`src/rtl/wb_pkg.sv`:
```
// Shared types and bus widths for the Wishbone burst master.
package wb_pkg;

    localparam int WB_AW   = 30;
    localparam int WB_DW   = 32;
    localparam int WB_SELW = 4;

    // Beat counters hold 0..16, so they need one bit more than the length field.
    localparam int BEAT_W  = 5;

    typedef enum logic [1:0] {
        IDLE,
        ISSUE,
        DRAIN
    } state_t;

    // A length field of zero stands for a full 16-beat burst.
    function automatic logic [BEAT_W-1:0] decode_len(input logic [3:0] len);
        return (len == 4'd0) ? BEAT_W'(16) : {1'b0, len};
    endfunction

endpackage

```
`src/rtl/wb_watchdog.sv`:
```
// No-progress watchdog: counts cycles while running, restarts on clear, and
// flags the cycle whose count would reach LIMIT.
module wb_watchdog #(
    parameter int WIDTH = 10,
    parameter int LIMIT = 1023
) (
    input  logic i_clk,
    input  logic i_reset,
    input  logic clear,
    input  logic run,
    output logic expired
);

    logic [WIDTH-1:0] count;

    // Expire on the edge that would take the count to LIMIT so the abort
    // lands exactly LIMIT cycles after the last progress event.
    assign expired = run && !clear && (count == WIDTH'(LIMIT - 1));

    // Restart on progress, otherwise count idle cycles while the bus is held.
    always_ff @(posedge i_clk) begin
        if (i_reset) begin
            count <= '0;
        end else if (clear) begin
            count <= '0;
        end else if (run) begin
            count <= count + WIDTH'(1);
        end
    end

endmodule

```
`src/rtl/wb_burst_master.sv`:
```
// Wishbone pipelined burst master: accepts one command, issues up to 16
// incrementing beats, waits for all acks, then reports done/err.
module wb_burst_master
    import wb_pkg::*;
#(
    parameter int TIMEOUT_CYCLES = 1023
) (
    input  logic               i_clk,
    input  logic               i_reset,
    input  logic               i_cmd_valid,
    output logic               o_cmd_ready,
    input  logic               i_cmd_we,
    input  logic [WB_AW-1:0]   i_cmd_addr,
    input  logic [3:0]         i_cmd_len,
    input  logic [WB_SELW-1:0] i_cmd_sel,
    input  logic [WB_DW-1:0]   i_wr_data,
    output logic               o_wr_pop,
    output logic               o_rd_valid,
    output logic [WB_DW-1:0]   o_rd_data,
    output logic               o_done,
    output logic               o_err,
    output logic               o_wb_cyc,
    output logic               o_wb_stb,
    output logic               o_wb_we,
    output logic [WB_AW-1:0]   o_wb_addr,
    output logic [WB_DW-1:0]   o_wb_data,
    output logic [WB_SELW-1:0] o_wb_sel,
    input  logic               i_wb_ack,
    input  logic               i_wb_stall,
    input  logic               i_wb_err,
    input  logic [WB_DW-1:0]   i_wb_data
);

    localparam int WD_W = $clog2(TIMEOUT_CYCLES + 1);

    state_t            state;
    logic [BEAT_W-1:0] beats_left;
    logic [BEAT_W-1:0] outstanding;
    logic              accept;
    logic              issue;
    logic              ack;
    logic              bus_err;
    logic              wd_expired;
    logic              abort;

    // Slave responses only matter while the cycle is open.
    assign o_cmd_ready = (state == IDLE) && !i_reset;
    assign accept      = i_cmd_valid && o_cmd_ready;
    assign issue       = o_wb_stb && !i_wb_stall;
    assign ack         = o_wb_cyc && i_wb_ack;
    assign bus_err     = o_wb_cyc && i_wb_err;
    assign abort       = bus_err || wd_expired;

    wb_watchdog #(
        .WIDTH (WD_W),
        .LIMIT (TIMEOUT_CYCLES)
    ) u_watchdog (
        .i_clk   (i_clk),
        .i_reset (i_reset),
        .clear   (accept || issue || ack),
        .run     (o_wb_cyc),
        .expired (wd_expired)
    );

    // Read return path: one-cycle registered copy of ack/data; an ack that
    // coincides with an error is dropped along with the burst.
    always_ff @(posedge i_clk) begin
        if (i_reset) begin
            o_rd_valid <= 1'b0;
            o_rd_data  <= '0;
        end else begin
            o_rd_valid <= ack && !o_wb_we && !i_wb_err;
            if (ack && !o_wb_we && !i_wb_err) begin
                o_rd_data <= i_wb_data;
            end
        end
    end

    // Burst sequencer: command latch, beat issue, ack drain and abort.
    always_ff @(posedge i_clk) begin
        if (i_reset) begin
            state       <= IDLE;
            o_wb_cyc    <= 1'b0;
            o_wb_stb    <= 1'b0;
            o_wb_we     <= 1'b0;
            o_wb_addr   <= '0;
            o_wb_data   <= '0;
            o_wb_sel    <= '0;
            beats_left  <= '0;
            outstanding <= '0;
            o_wr_pop    <= 1'b0;
            o_done      <= 1'b0;
            o_err       <= 1'b0;
        end else begin
            o_wr_pop <= 1'b0;
            o_done   <= 1'b0;
            o_err    <= 1'b0;
            case (state)
                IDLE: begin
                    if (accept) begin
                        o_wb_we     <= i_cmd_we;
                        o_wb_addr   <= i_cmd_addr;
                        o_wb_sel    <= i_cmd_sel;
                        o_wb_data   <= i_wr_data;
                        beats_left  <= decode_len(i_cmd_len);
                        outstanding <= '0;
                        o_wb_cyc    <= 1'b1;
                        o_wb_stb    <= 1'b1;
                        state       <= ISSUE;
                    end
                end
                ISSUE, DRAIN: begin
                    if (abort) begin
                        o_wb_cyc    <= 1'b0;
                        o_wb_stb    <= 1'b0;
                        outstanding <= '0;
                        beats_left  <= '0;
                        o_done      <= 1'b1;
                        o_err       <= 1'b1;
                        state       <= IDLE;
                    end else begin
                        outstanding <= outstanding + BEAT_W'(issue) - BEAT_W'(ack);
                        if (issue) begin
                            o_wb_addr  <= o_wb_addr + WB_AW'(1);
                            beats_left <= beats_left - BEAT_W'(1);
                            if (o_wb_we) begin
                                o_wb_data <= i_wr_data;
                                o_wr_pop  <= 1'b1;
                            end
                            if (beats_left == BEAT_W'(1)) begin
                                o_wb_stb <= 1'b0;
                                state    <= DRAIN;
                            end
                        end
                        if (state == DRAIN && outstanding == '0) begin
                            o_wb_cyc <= 1'b0;
                            o_done   <= 1'b1;
                            state    <= IDLE;
                        end
                    end
                end
                default: state <= IDLE;
            endcase
        end
    end

endmodule
```
`config.mk`:
```
export PLATFORM = sky130hd
export DESIGN_NAME = wb_burst_master
export DESIGN_NICKNAME = d
export VERILOG_FILES = /design/src/rtl/wb_pkg.sv /design/src/rtl/wb_watchdog.sv /design/src/rtl/wb_burst_master.sv
export SDC_FILE = /design/constraint.sdc
export NUM_CORES = 1
export LEC_CHECK = 0
export BUFFER_PORTS_ARGS = -buffer_cell sky130_fd_sc_hd__buf_4
export CORE_MARGIN = 2
export CORE_UTILIZATION = 50
export DETAILED_ROUTE_END_ITERATION = 16
export HOLD_SLACK_MARGIN = 0.02
export PLACE_DENSITY = 0.8
export SETUP_SLACK_MARGIN = 0.05
export SYNTH_ARGS = -nofsm -noshare
export SYNTH_HDL_FRONTEND = slang
export SYNTH_HIERARCHICAL = 1
export SYNTH_SLANG_ARGS = --single-unit
```
`constraint.sdc`:
```
create_clock -name i_clk -period 4 [get_ports i_clk]
set_clock_uncertainty 0.05 [all_clocks]
set_input_delay 0 -clock i_clk [delete_from_list [all_inputs] [get_ports i_clk]]
set_output_delay 0 -clock i_clk [all_outputs]
set_load 0.02 [all_outputs]
```
==> key figures <==
Worst setup path
  – Worst setup endpoint: o_wb_addr[28]$_SDFFE_PP0P_
  – CP required: about 4.3 ns
  – Worst-path fanout max: 20
  – Worst reg2reg startpoint: state[0]$_SDFFE_PP0P_
  – Crit path top cell by count: nand2_1
  – Crit Path Category: flop to flop
  – R2R depth: 12
  – FF-to-FF End: o_wb_addr[28]$_SDFFE_PP0P_
  – Worst-path cell chain: inv_1 -> ha_1 -> buf_4 -> nand2_1 -> o211ai_1 -> nand3b_1 -> nor3_1 -> a21oi_2 -> nand2_1 -> a21o_1 -> a22o_1 -> a221o_1
  – Worst path slowest cell: a21o_1
  – Crit-path max cell delay: between 0.5 and 0.6 ns
  – Startpoint Class: flop
  – R2r setup slk: 0.50 ns
  – CP startpoint: state[0]$_SDFFE_PP0P_
  – Crit path capture type: flop
  – CP arrival: 3.75 ns

Detailed routing
  – 1st-iter DRT viols: 751
  – DR vias/cell: 5.85
  – Antenna-violating nets left: 0
  – Remaining DRCs: 0
  – WL/cell: 17.9 um
  – Detailed Routing Iterations Pass 1: 6
  – Via count: just over 7000
  – Detailed Route WL: around 22000 um

Synth
  – Sequential fraction of the synthesis area: 42.4%
  – Mean Syn Cell Area: between 7 and 8 sq um
  – Number of synthesized flops with an enable pin: 0
  – Synth cell types: 70
  – Asr flop ratio synth: 0%
  – Post-Synthesis Cells: about 760
  – Syn_nets: 888
  – Synthesis warning total: 6
  – Yosys reg bits: 127
  – Post-Syn Area: 5990 sq um
  – Main flop type after synthesis: dfxtp_1

STA
  – Slew Viols, Final: 0
  – RSZ-0062 raised after global routing: no
  – Final setup violating endpoints: 0
  – Slew at the pin closest to its max-slew limit: around 1.2 ns
  – Fin crit share: 87.6%
  – Max Freq: about 0.29 GHz
  – WHS: ~0.07 ns
  – Minimum clock period: around 3.5 ns
  – Hold Violations, Final: 0
  – Worst setup margin: between 0.4 and 0.5 ns
  – TNS Setup: 0 ns
  – Slew HR: 19.8%

Job
  – Maxcap violations: 0

Final layout
  – Number of diodes: 0
  – Area delta synth->final: 57.1%
  – Layout cells sized above 1: 24.9%
  – Non-filler cells, final: 1226
  – Nets: 1195
  – Final instance area: 9420 sq um
  – Post-layout util: 81.4%

Clock network
  – TritonCTS clock tree: done
  – Clock-pin transition on the worst setup and hold timing paths: 0.06 ns
  – H-tree depth: 4
  – TritonCTS buffer count: 17
  – Clk_lat worst skew: between 0.4 and 0.5 ns
  – Sink Count: 127
  – CTS Buffer Depth: 2
  – Clock Root Buffer: clkbuf_16

Outcome
  – Status: complete, no violations

Floorplan
  – Placeable Area: 11600 sq um
  – Die ar.: approximately 13000 sq um
  – Number of core rows: 39
  – Initial Util: 51.8%
  – Die height: roughly 110 um
  – # IOs: between 200 and 250
  – Die Width: 113 um

Pwr
  – Max VDD drop: 0.000285 V
  – Switching Share: 32.5%
  – Tot Pwr: 4.34 mW
  – Power Dens Cells: 460 nW/um^2
  – Internal power: 2.93 mW
  – Seq pwr share: 35.4%
  – Clock Power Share: 38.5%
  – Logic gate share of total power: 26.1%
  – Pleak: 3.84 nW
  – NetSw: 1.41 mW

Placed design
  – Routability congestion estimate: 0.941
  – Post-place setup slack: 0.601 ns
  – DP Wirelength: 12300 um
  – Placed cells: 1080
  – Port Buffers: 214
  – Post-place instance area: 7640 sq um

GRT
  – GRT overflow: 0
  – Antenna violations before repair: 0
  – Gr usage total: 33.6%
  – Largest net degree at the start of global routing: 65
  – Vias in the first global route: 6915
  – First-pass GRT wire length: about 35000 um

Min path
  – HP Class: input port to flop
## how the worst min path moves through the flow
stage / startpoint / to / cells past startpoint
floorplan: i_wr_data[0] / o_wb_data[0]$_SDFFE_PP0P_ / 2
global placement: i_wb_data[29] / o_rd_data[29]$_SDFFE_PP0P_ / 3
detailed placement: i_wb_data[18] / o_rd_data[18]$_SDFFE_PP0P_ / 3
CTS: i_cmd_valid / o_wb_sel[3]$_SDFFE_PP0P_ / 4
global route: i_cmd_valid / o_wb_we$_SDFFE_PP0P_ / 4
finish: i_cmd_valid / o_wb_we$_SDFFE_PP0P_ / 4
## worst max-delay path, delay by kind of cell, from the launching register on
| family | cells | cell delay, ns |
|---|---|---|
| buf+inv | 2 | 0.31 |
| simple gates | 4 | 0.67 |
| fa+ha+maj | 1 | 0.15 |
| compound gates | 5 | 1.87 |
| flops | 1 | 0.32 |
## cell type report
type / instances / area (sq um)
inverters: 27 / 101
well taps: 143 / 179
flip-flops and latches: 127 / 2540
repair buffers: 336 / 2810
clock inverters: 14 / 206
clock buffers: 18 / 429
fillers: 683 / 2150
multi-input cells: 561 / 3150
## synthesized netlist by cell type (12+ instances only)
cell / n / area, sq um
o21ai_0: 20 / 100
buf_2: 12 / 60.1
clkbuf_1: 30 / 113
nand2_1: 175 / 657
nand4_1: 15 / 93.8
ha_1: 15 / 188
dfxtp_1: 127 / 2540
inv_1: 26 / 97.6
nand3_1: 24 / 120
a21oi_1: 104 / 521
nor2_1: 38 / 143
nor3_1: 23 / 115
## cell usage in the layout, fill, tap and decap left out, types with 4 or more instances in the layout
| master | netlist | routed |
|---|---|---|
| a211oi_1 | 8 | 8 |
| nand4_1 | 15 | 15 |
| nor4_1 | 10 | 10 |
| and3_1 | 6 | 6 |
| nand2b_1 | 4 | 4 |
| a31oi_1 | 5 | 5 |
| ha_1 | 15 | 15 |
| o21ai_0 | 20 | 20 |
| buf_4 | 1 | 222 |
| mux2i_1 | 8 | 8 |
| and4_1 | 4 | 4 |
| a22oi_1 | 7 | 7 |
| or3_1 | 7 | 7 |
| nor2b_1 | 6 | 6 |
| a21oi_1 | 104 | 103 |
| xor2_1 | 4 | 4 |
| bufinv_16 | 0 | 4 |
| o22ai_1 | 6 | 6 |
| nor2_1 | 38 | 38 |
| dfxtp_1 | 127 | 127 |
| dlygate4sd3_1 | 0 | 114 |
| clkbuf_16 | 0 | 17 |
| inv_1 | 26 | 26 |
| nor3_1 | 23 | 22 |
| o31ai_1 | 6 | 6 |
| nand2_1 | 175 | 175 |
| nand3_1 | 24 | 24 |
| a21o_1 | 6 | 6 |
| or4_1 | 5 | 5 |
## per-layer routing
metal | up-vias | share of wire, % | GRT usage [%]
met5 | - | 0 | 0
li1 | 3324 | - | -
met3 | 83 | 9.5 | 7.97
met2 | 450 | 49 | 56.6
met1 | 3309 | 38 | 40.2
met4 | 0 | 4.0 | 16.6
## kinds of logic (layout without fill, tap and decap cells)
group	Yosys count	after routing	share of synthesized area [%]
flip-flops	127	127	42.4
buffers and inverters	75	395	5.13
multiplexers	8	8	1.34
AND/OR/NAND/NOR	334	334	26.2
XOR/XNOR	6	6	0.877
adder cells (fa/ha/maj)	16	16	3.46
AO/OA/AOI/OAI	197	197	20.6
## power groups by stage
stage | combinational (mW) | sequential [mW] | clock [mW]
after CTS | 1.10 | 1.52 | 1.67
after global placement | 0.995 | 1.55 | 0
after global routing | 1.22 | 1.55 | 1.74
final | 1.13 | 1.54 | 1.67
after detailed placement | 1.01 | 1.55 | 0
after floorplan | 0.501 | 1.65 | 0
## flip-flops by register name, indices dropped and copies added (netlist names), 2 cells and up
signal,flops
beats_left,5
o_rd_data,32
o_wb_addr,30
o_wb_data,32
o_wb_sel,4
outstanding,5
state,2
u_watchdog/count,10
## timing repair
| item | 4_1_cts | 5_1_grt |
|---|---|---|
| hold buffers | 114 | 0 |
| buffers inserted | 0 | 0 |
| resized for setup | 0 | 0 |
| endpoints found under the hold margin | 104 | 0 |
| setup endpoints to repair | 0 | 0 |
(Power assumes the default switching activity.)
